File: config.mk
export PLATFORM = sky130hd
export DESIGN_NAME = klt_roi_scheduler
export DESIGN_NICKNAME = d
export VERILOG_FILES = /design/src/rtl/klt_roi_scheduler.sv
export SDC_FILE = /design/constraint.sdc
export NUM_CORES = 1
export LEC_CHECK = 0
export BUFFER_PORTS_ARGS = -buffer_cell sky130_fd_sc_hd__buf_4
export CAP_MARGIN = 20
export CORE_ASPECT_RATIO = 1.5
export CORE_MARGIN = 3
export CORE_UTILIZATION = 55
export CTS_CLUSTER_SIZE = 24
export DETAILED_ROUTE_END_ITERATION = 10
export HOLD_SLACK_MARGIN = 0.02
export PLACE_DENSITY = 0.84
export SYNTH_ARGS = -nofsm -noshare
export SYNTH_HDL_FRONTEND = slang
export SYNTH_SLANG_ARGS = --single-unit
File: constraint.sdc
create_clock -name clk -period 5.1 [get_ports clk]
set_clock_uncertainty 0.1 [all_clocks]
set_input_delay 0.51 -clock clk [delete_from_list [all_inputs] [get_ports clk]]
set_output_delay 0.51 -clock clk [all_outputs]
set_load 0.01 [all_outputs]
File: src/rtl/klt_roi_scheduler.sv
// Round-robin ROI scheduler for a single shared KLT gradient integrator.
// Arms one feature window per frame, captures the integrator sums and hands them to the solver.
module klt_roi_scheduler #(
    parameter int NUM_FEAT = 2,
    parameter int WIN      = 10,
    parameter int COORD_W  = 10,
    parameter int IMG_W    = 640,
    parameter int IMG_H    = 480
) (
    input  logic                        clk,
    input  logic                        rst,
    input  logic                        feat_load,
    input  logic [$clog2(NUM_FEAT)-1:0] feat_idx,
    input  logic [COORD_W-1:0]          feat_x,
    input  logic [COORD_W-1:0]          feat_y,
    input  logic                        feat_en,
    input  logic [COORD_W-1:0]          pix_x,
    input  logic [COORD_W-1:0]          pix_y,
    input  logic                        context_valid,
    input  logic                        first_frame,
    input  logic                        end_of_frame,
    output logic                        in_roi,
    output logic                        roi_end,
    input  logic                        int_data_valid,
    input  logic [25:0]                 G11,
    input  logic [25:0]                 G12,
    input  logic [25:0]                 G22,
    input  logic [25:0]                 b1,
    input  logic [25:0]                 b2,
    output logic                        res_valid,
    input  logic                        res_ready,
    output logic [$clog2(NUM_FEAT)-1:0] res_idx,
    output logic [25:0]                 res_G11,
    output logic [25:0]                 res_G12,
    output logic [25:0]                 res_G22,
    output logic [25:0]                 res_b1,
    output logic [25:0]                 res_b2,
    output logic                        overrun
);
    // state | meaning
    // IDLE  | no window armed, waiting for end_of_frame to pick a slot
    // ARMED | window bounds latched, flagging pixels until the bottom-right corner
    // WAIT  | window closed, waiting for the integrator's data_valid
    // OUT   | sums held for the solver until res_ready
    localparam int IDX_W = $clog2(NUM_FEAT);
    localparam int HALF  = WIN / 2;

    typedef enum logic [1:0] {S_IDLE, S_ARMED, S_WAIT, S_OUT} state_t;

    state_t state, state_nxt;

    logic [COORD_W-1:0] slot_x [NUM_FEAT];
    logic [COORD_W-1:0] slot_y [NUM_FEAT];
    logic [NUM_FEAT-1:0] slot_en;
    logic [NUM_FEAT-1:0] elig;

    logic [IDX_W-1:0]   rr_ptr;
    logic [IDX_W-1:0]   cur_idx;
    logic               arm_found;
    logic [IDX_W-1:0]   arm_idx;

    logic [COORD_W-1:0] x_lo, x_hi, y_lo, y_hi;
    logic               at_corner;
    logic               do_arm, do_capture, set_ovr;

    always_ff @(posedge clk) begin
        if (rst) begin
            for (int i = 0; i < NUM_FEAT; i++) begin
                slot_x[i] <= '0;
                slot_y[i] <= '0;
            end
            slot_en <= '0;
        end else if (feat_load) begin
            slot_x[feat_idx]  <= feat_x;
            slot_y[feat_idx]  <= feat_y;
            slot_en[feat_idx] <= feat_en;
        end
    end

    // A slot is usable only if its whole window lies inside the image.
    always_comb begin
        elig = '0;
        for (int i = 0; i < NUM_FEAT; i++) begin
            elig[i] = slot_en[i]
                      && (int'(slot_x[i]) >= HALF) && (int'(slot_x[i]) + HALF <= IMG_W)
                      && (int'(slot_y[i]) >= HALF) && (int'(slot_y[i]) + HALF <= IMG_H);
        end
    end

    // Walk backwards so the candidate closest to rr_ptr is the one that sticks.
    always_comb begin
        arm_found = 1'b0;
        arm_idx   = rr_ptr;
        for (int k = NUM_FEAT - 1; k >= 0; k--) begin
            if (elig[rr_ptr + IDX_W'(k)]) begin
                arm_found = 1'b1;
                arm_idx   = rr_ptr + IDX_W'(k);
            end
        end
    end

    assign at_corner = context_valid && (pix_x == x_hi) && (pix_y == y_hi);

    always_ff @(posedge clk) begin
        if (rst) begin
            state <= S_IDLE;
        end else begin
            state <= state_nxt;
        end
    end

    always_comb begin
        state_nxt  = state;
        do_arm     = 1'b0;
        do_capture = 1'b0;
        set_ovr    = 1'b0;
        case (state)
            S_IDLE: begin
                if (end_of_frame && arm_found) begin
                    do_arm    = 1'b1;
                    state_nxt = S_ARMED;
                end
            end
            S_ARMED: begin
                if (at_corner) begin
                    state_nxt = first_frame ? S_IDLE : S_WAIT;
                end else if (end_of_frame) begin
                    set_ovr   = 1'b1;
                    do_arm    = arm_found;
                    state_nxt = arm_found ? S_ARMED : S_IDLE;
                end
            end
            S_WAIT: begin
                if (int_data_valid) begin
                    do_capture = 1'b1;
                    state_nxt  = S_OUT;
                end else if (end_of_frame) begin
                    set_ovr   = 1'b1;
                    do_arm    = arm_found;
                    state_nxt = arm_found ? S_ARMED : S_IDLE;
                end
            end
            S_OUT: begin
                // A transfer coinciding with end_of_frame frees the integrator in time for that frame.
                if (res_ready) begin
                    do_arm    = end_of_frame && arm_found;
                    state_nxt = (end_of_frame && arm_found) ? S_ARMED : S_IDLE;
                end else if (end_of_frame) begin
                    set_ovr = 1'b1;
                end
            end
            default: state_nxt = S_IDLE;
        endcase
    end

    always_comb begin
        in_roi    = 1'b0;
        roi_end   = 1'b0;
        res_valid = 1'b0;
        case (state)
            S_ARMED: begin
                in_roi  = context_valid && (pix_x >= x_lo) && (pix_x <= x_hi)
                          && (pix_y >= y_lo) && (pix_y <= y_hi);
                roi_end = at_corner;
            end
            S_OUT:   res_valid = 1'b1;
            default: ;
        endcase
    end

    always_ff @(posedge clk) begin
        if (rst) begin
            x_lo    <= '0;
            x_hi    <= '0;
            y_lo    <= '0;
            y_hi    <= '0;
            cur_idx <= '0;
            rr_ptr  <= '0;
            overrun <= 1'b0;
            res_idx <= '0;
            res_G11 <= '0;
            res_G12 <= '0;
            res_G22 <= '0;
            res_b1  <= '0;
            res_b2  <= '0;
        end else begin
            if (do_arm) begin
                x_lo    <= slot_x[arm_idx] - COORD_W'(HALF);
                x_hi    <= slot_x[arm_idx] + COORD_W'(HALF - 1);
                y_lo    <= slot_y[arm_idx] - COORD_W'(HALF);
                y_hi    <= slot_y[arm_idx] + COORD_W'(HALF - 1);
                cur_idx <= arm_idx;
                rr_ptr  <= arm_idx + IDX_W'(1);
            end
            if (do_capture) begin
                res_idx <= cur_idx;
                res_G11 <= G11;
                res_G12 <= G12;
                res_G22 <= G22;
                res_b1  <= b1;
                res_b2  <= b2;
            end
            if (set_ovr) begin
                overrun <= 1'b1;
            end
        end
    end

endmodule
Word level (Yosys, flattened, before mapping)
Memories as Yosys holds them, arrays and structs flattened. Index checks and enable logic that the tools add are counted.

$add $sub $neg: 10. Mux-type cells: 47. Equality and inequality tests: 7. Magnitude comparators: 16. Reductions and logical operators: 20.

Operators by type and width (count): 10-bit by 3-bit adder with 11-bit output (second input constant) (4); 10-bit by 3-bit >= comparator with 1-bit output (second input constant) (4); 1-bit 2-to-1 mux (34); 11-bit by 10-bit less-or-equal comparator with 1-bit output (second input constant) (2); 11-bit by 9-bit less-or-equal comparator with 1-bit output (second input constant) (2); 10-bit by 3-bit adder with 10-bit output (second input constant) (2); 10-bit == test (2); 10-bit >= comparator (2); 10-bit less-or-equal comparator (2); 10-bit 2-to-1 mux (2); 10-bit OR reduction (2); 10-bit by 3-bit subtractor with 10-bit output (second input constant) (2); 1-bit logical AND (16); 2-bit 2-to-1 mux (6); 2-bit case mux with 4 select lines (1); 1-bit by 2-bit less-than comparator with 1-bit output (second input constant) (3); 2-bit == test (second input constant) (2); 2-bit inequality test (second input constant) (2); 1-bit case mux with 4 select lines (1); 1-bit case mux with 3 select lines (1); 1-bit adder (second input constant) (2); 2-bit bitwise mux (1); 2-bit by 1-bit == test with 1-bit output (second input constant) (1); 2-bit zero test (1); other kinds (3) (3).

Output and inout port bits: 135. Input port bits: 180. Memories: 2. Flip-flop bits (word level): 178. RAM bits: 40. Logic and storage cells: 117.

Memories: slot_x (words 2, width 10, read ports 3, clocked after memory_dff 0, wr ports 2, RTL line 52) `logic [COORD_W-1:0] slot_x [NUM_FEAT];`; slot_y (words 2, width 10, read ports 3, clocked after memory_dff 0, wr ports 2, RTL line 53) `logic [COORD_W-1:0] slot_y [NUM_FEAT];`.

Depth between registers and ports, before layout
Depth in word-level cells: 13. Mapped depth: 16. Mapped depth without buffers: 14.

Least setup slack after synthesis
No wires, ideal clock.

Path type: register -> register. From: memory slot_x[1][5]. To: register y_lo[8]. Required time: 4.930 ns. Arrival time: 2.995 ns. Path buffers: 1. Path slack: 1.935 ns. Period minus slack after synthesis: 3.165 ns. Cell stages (with the launch flop): 16. Library setup time: 0.070 ns. Cells stage by stage: edfxtp_1 and3_1 a311oi_1 o2111a_1 maj3_4 buf_6 mux2i_1 inv_1 ha_1 nor2b_1 nor4_1 mux2i_1 a21oi_1 xnor2_1 nand2_1 a21oi_1.

RTL lines: start, declared (RTL line 52); end signal, assigned (RTL line 190) `y_lo <= slot_y[arm_idx] - COORD_W'(HALF);`; end, declared (RTL line 62) `logic [COORD_W-1:0] x_lo, x_hi, y_lo, y_hi;`.

==> results.json <==
{
  "outcome": "finished clean",
  "worst_slew_margin_rel_pct": 33.27,
  "die-area_mm2": 0.01949,
  "nNetsFinal": 1659,
  "worst_min_delay_path_category": "in -> reg",
  "grt_first_pass_wirelength_mm": 41.54,
  "clock-root-buffer": "sky130_fd_sc_hd__clkbuf_16",
  "min_path_cells": 3,
  "timing.critical_path.to_type": "flop",
  "cp.buffers_inverters": 1,
  "max_freq_mhz": 253.4,
  "mostFrequentLayoutCell": "sky130_fd_sc_hd__buf_4",
  "boundaryPins": 315,
  "maximum_count_of_clock_buffers_along_a_single_path": 3,
  "cts_num_sinks": 218,
  "ff2ff_path_depth": 14,
  "synth.yosys.seq_area_share_pct": 48.63,
  "report.final.hold_viol_count": 0,
  "vias_per_cell": 5.252,
  "worst-r2r-setup-slack_ns": 1.15,
  "final_util_pct": 74.02,
  "routed_wire_length_per_instance_um": 15.94,
  "critical_path_class": "reg -> reg",
  "ant_nets": 0,
  "horizontal_die_dimension_um": 115.0,
  "ys_async_sr_fraction_pct": 0,
  "worst_path_dominant_cell_family": "compound AO/OA/AOI/OAI gates",
  "maxSlewViolCount": 0,
  "setup_tns_ns": 0,
  "pwr_density_cell_mw_per_mm2": 291.1,
  "power_leakage_nw": 5.190,
  "setup-violations-final": 0,
  "unique_masters_post_synth": 47,
  "final.min_clock_period_ns": 3.946,
  "grt.busiest_layer": "met2",
  "worst_path_largest_cell_delay_ns": 0.65,
  "clk_pin_slew_ns": 0.06,
  "post-place-ws_ns": 1.217,
  "detail_route.wirelength_mm": 26.49,
  "worstSetupStartpoint": "slot_x[1][5]$_SDFFCE_PN0P_",
  "netlist_instances": 1157,
  "critical_path_arrival_ns": 4.26,
  "proportion_of_layout_cells_with_a_drive_suffix_above_1_pct": 25.48,
  "number_of_flops_mapped_to_enable_cells_by_yosys": 40,
  "cts_resized": 0,
  "detailroute.via_count": 8728,
  "cts-buffers-inserted": 21,
  "crit_fanout": 52,
  "use_met1_pct": 29.72,
  "required_ns": 5.41,
  "core_region_area_mm2": 0.01742,
  "cts_max_level": 1,
  "cts_hold_buffers": 0,
  "cpMaxStageDelayCell": "sky130_fd_sc_hd__maj3_4",
  "setup_slack_ns": 1.154,
  "drc_errors": 0,
  "ys_ff_latch": 218,
  "clock_tree_from_tritoncts": "done",
  "area_growth_from_synthesis_to_layout_pct": 31.61,
  "most_instantiated_flip_flop_cell_in_the_synthesis_netlist": "sky130_fd_sc_hd__dfxtp_1",
  "totalPowerFinal_mw": 3.754,
  "layout.cells.most_common_list": "320 x sky130_fd_sc_hd__buf_4, 311 x sky130_fd_sc_hd__nand2_1, 178 x sky130_fd_sc_hd__dfxtp_1",
  "layout_worst_path_cycle_share_pct": 77.37,
  "post-cts-setup-buffers": 0,
  "worstSetupStartpointType": "flop",
  "maxCapViolations": 0,
  "largest_net_degree_at_the_start_of_global_routing": 181,
  "worst_r2r_endpoint": "y_lo[8]$_SDFFE_PP0P_",
  "globalRouteMet2Util_pct": 46.30,
  "worst_r2r_startpoint": "slot_x[1][5]$_SDFFCE_PN0P_",
  "finalWeightedCongestion": 0.8539,
  "yosys_warnings": 0,
  "initial_core_util_pct": 56.24,
  "rsz0062_at_grt": "false",
  "cell_area_after_technology_mapping_mm2": 0.009798,
  "hp-start": "feat_en",
  "insertion_delay_ns": 0.49,
  "global_route.usage.met3_pct": 6.315,
  "drt_pass1_iterations": 5,
  "io_buffer_count": 314,
  "ir_worst_vdd_mv": 0.2907,
  "initial_antenna_violation_count": 1,
  "tightestPinTransition_ns": 1.001,
  "grt_usage_pct": 25.83,
  "detail_route.iter0.violations": 503,
  "synth_nets": 1383,
  "min_to": "slot_en[0]$_SDFFE_PP0P_",
  "crit_path_cell_trace": "and3_1 -> a311oi_1 -> o2111a_1 -> maj3_4 -> mux2i_1 -> inv_1 -> ha_1 -> nor2b_1 -> nor4_1 -> mux2i_1 -> a21oi_1 -> xnor2_1 -> nand2_1 -> a21oi_1",
  "syn_area_per_cell_um2": 8.469,
  "dpl.hpwl_mm": 19.69,
  "gr-total-overflow": 0,
  "die-height_um": 169.5,
  "first_global_vias": 8497,
  "fp-row-count": 59
}
kinds of logic after synthesis:
kind of cell / Yosys count / share of synthesized area, %
xor+xnor: 21 / 1.877
flops: 218 / 48.63
fa+ha+maj: 47 / 6.015
buf+inv: 118 / 4.929
mux: 25 / 2.886
compound gates: 248 / 14.35
simple gates: 480 / 21.31
flip-flops by register name, summed over array words and instances (netlist names), 20 cells and up:
register,cells
res_G11,26
res_G12,26
res_G22,26
res_b1,26
res_b2,26
slot_x,20
slot_y,20
final cells by class:
cell class / instances / area (µm²)
clock buffer: 28 / 581.8
tap: 213 / 266.5
fill: 1311 / 4527
inverter: 50 / 187.7
clock inverter: 10 / 108.9
sequential: 218 / 4765
antenna: 1 / 2.502
timing repair buffer: 321 / 2422
multi-input combinational: 821 / 4561
metal layers:
layer | up-vias | share of wire (%)
li1 | 4422 | -
met1 | 3950 | 37
met2 | 301 | 52
met3 | 55 | 7.8
met4 | 0 | 3.2
met5 | - | 0
synth_stat cells (all sizes together), types with 11 or more instances:
master	n	area (µm²)
edfxtp	40	1201
ha	46	575.6
inv	50	187.7
mux2i	22	249.0
and2	44	275.3
a211oi	18	135.1
a21o	15	112.6
dfxtp	178	3563
nor2	48	180.2
a21oi	170	854.6
nand3	12	65.06
nand2	312	1171
xnor2	12	105.1
o21ai	20	100.1
clkbuf	55	206.5
buf	13	88.83
nand4	11	68.82
per-stage QoR:
step,hold WS [ns],std cells,instance area [µm²]
2_1_floorplan,0.3279,1157,9798
3_3_place_gp,0.3401,1623,12200
3_5_place_dp,0.3461,1623,12200
4_1_cts,0.1117,1661,12890
5_1_grt,0.1283,1662,12890
6_report,0.1233,1662,12890
worst reg2reg max path, delay by kind of cell (launching register included):
family	cells	cell delay [ns]
DFF	1	0.45
AOI/OAI and AO/OA	4	1.02
buffers and inverters	1	0.11
xor gates and xnor gates	1	0.14
adders and majority gates	2	0.85
muxes	2	0.55
and+or+nand+nor	4	0.65
how the worst max path moves through the flow:
stage / to / slack (ns) / cells after the start
6_report: y_lo[8]$_SDFFE_PP0P_ / 1.15 / 14
3_5_place_dp: y_lo[8]$_SDFFE_PP0P_ / 1.22 / 14
5_1_grt: y_lo[8]$_SDFFE_PP0P_ / 0.82 / 14
3_3_place_gp: y_lo[8]$_SDFFE_PP0P_ / 1.29 / 14
2_1_floorplan: y_lo[8]$_SDFFE_PP0P_ / 1.93 / 15
4_1_cts: y_lo[8]$_SDFFE_PP0P_ / 1.18 / 14
report_power, final:
part           switching [mW]  internal, mW  total [mW]  leakage (nW)
Sequential             0.0360          1.79        1.83          1.84
Clock                   0.636         0.909        1.55         0.345
Combinational           0.183         0.195       0.378          3.00
Power figures use the tool's default switching activity.
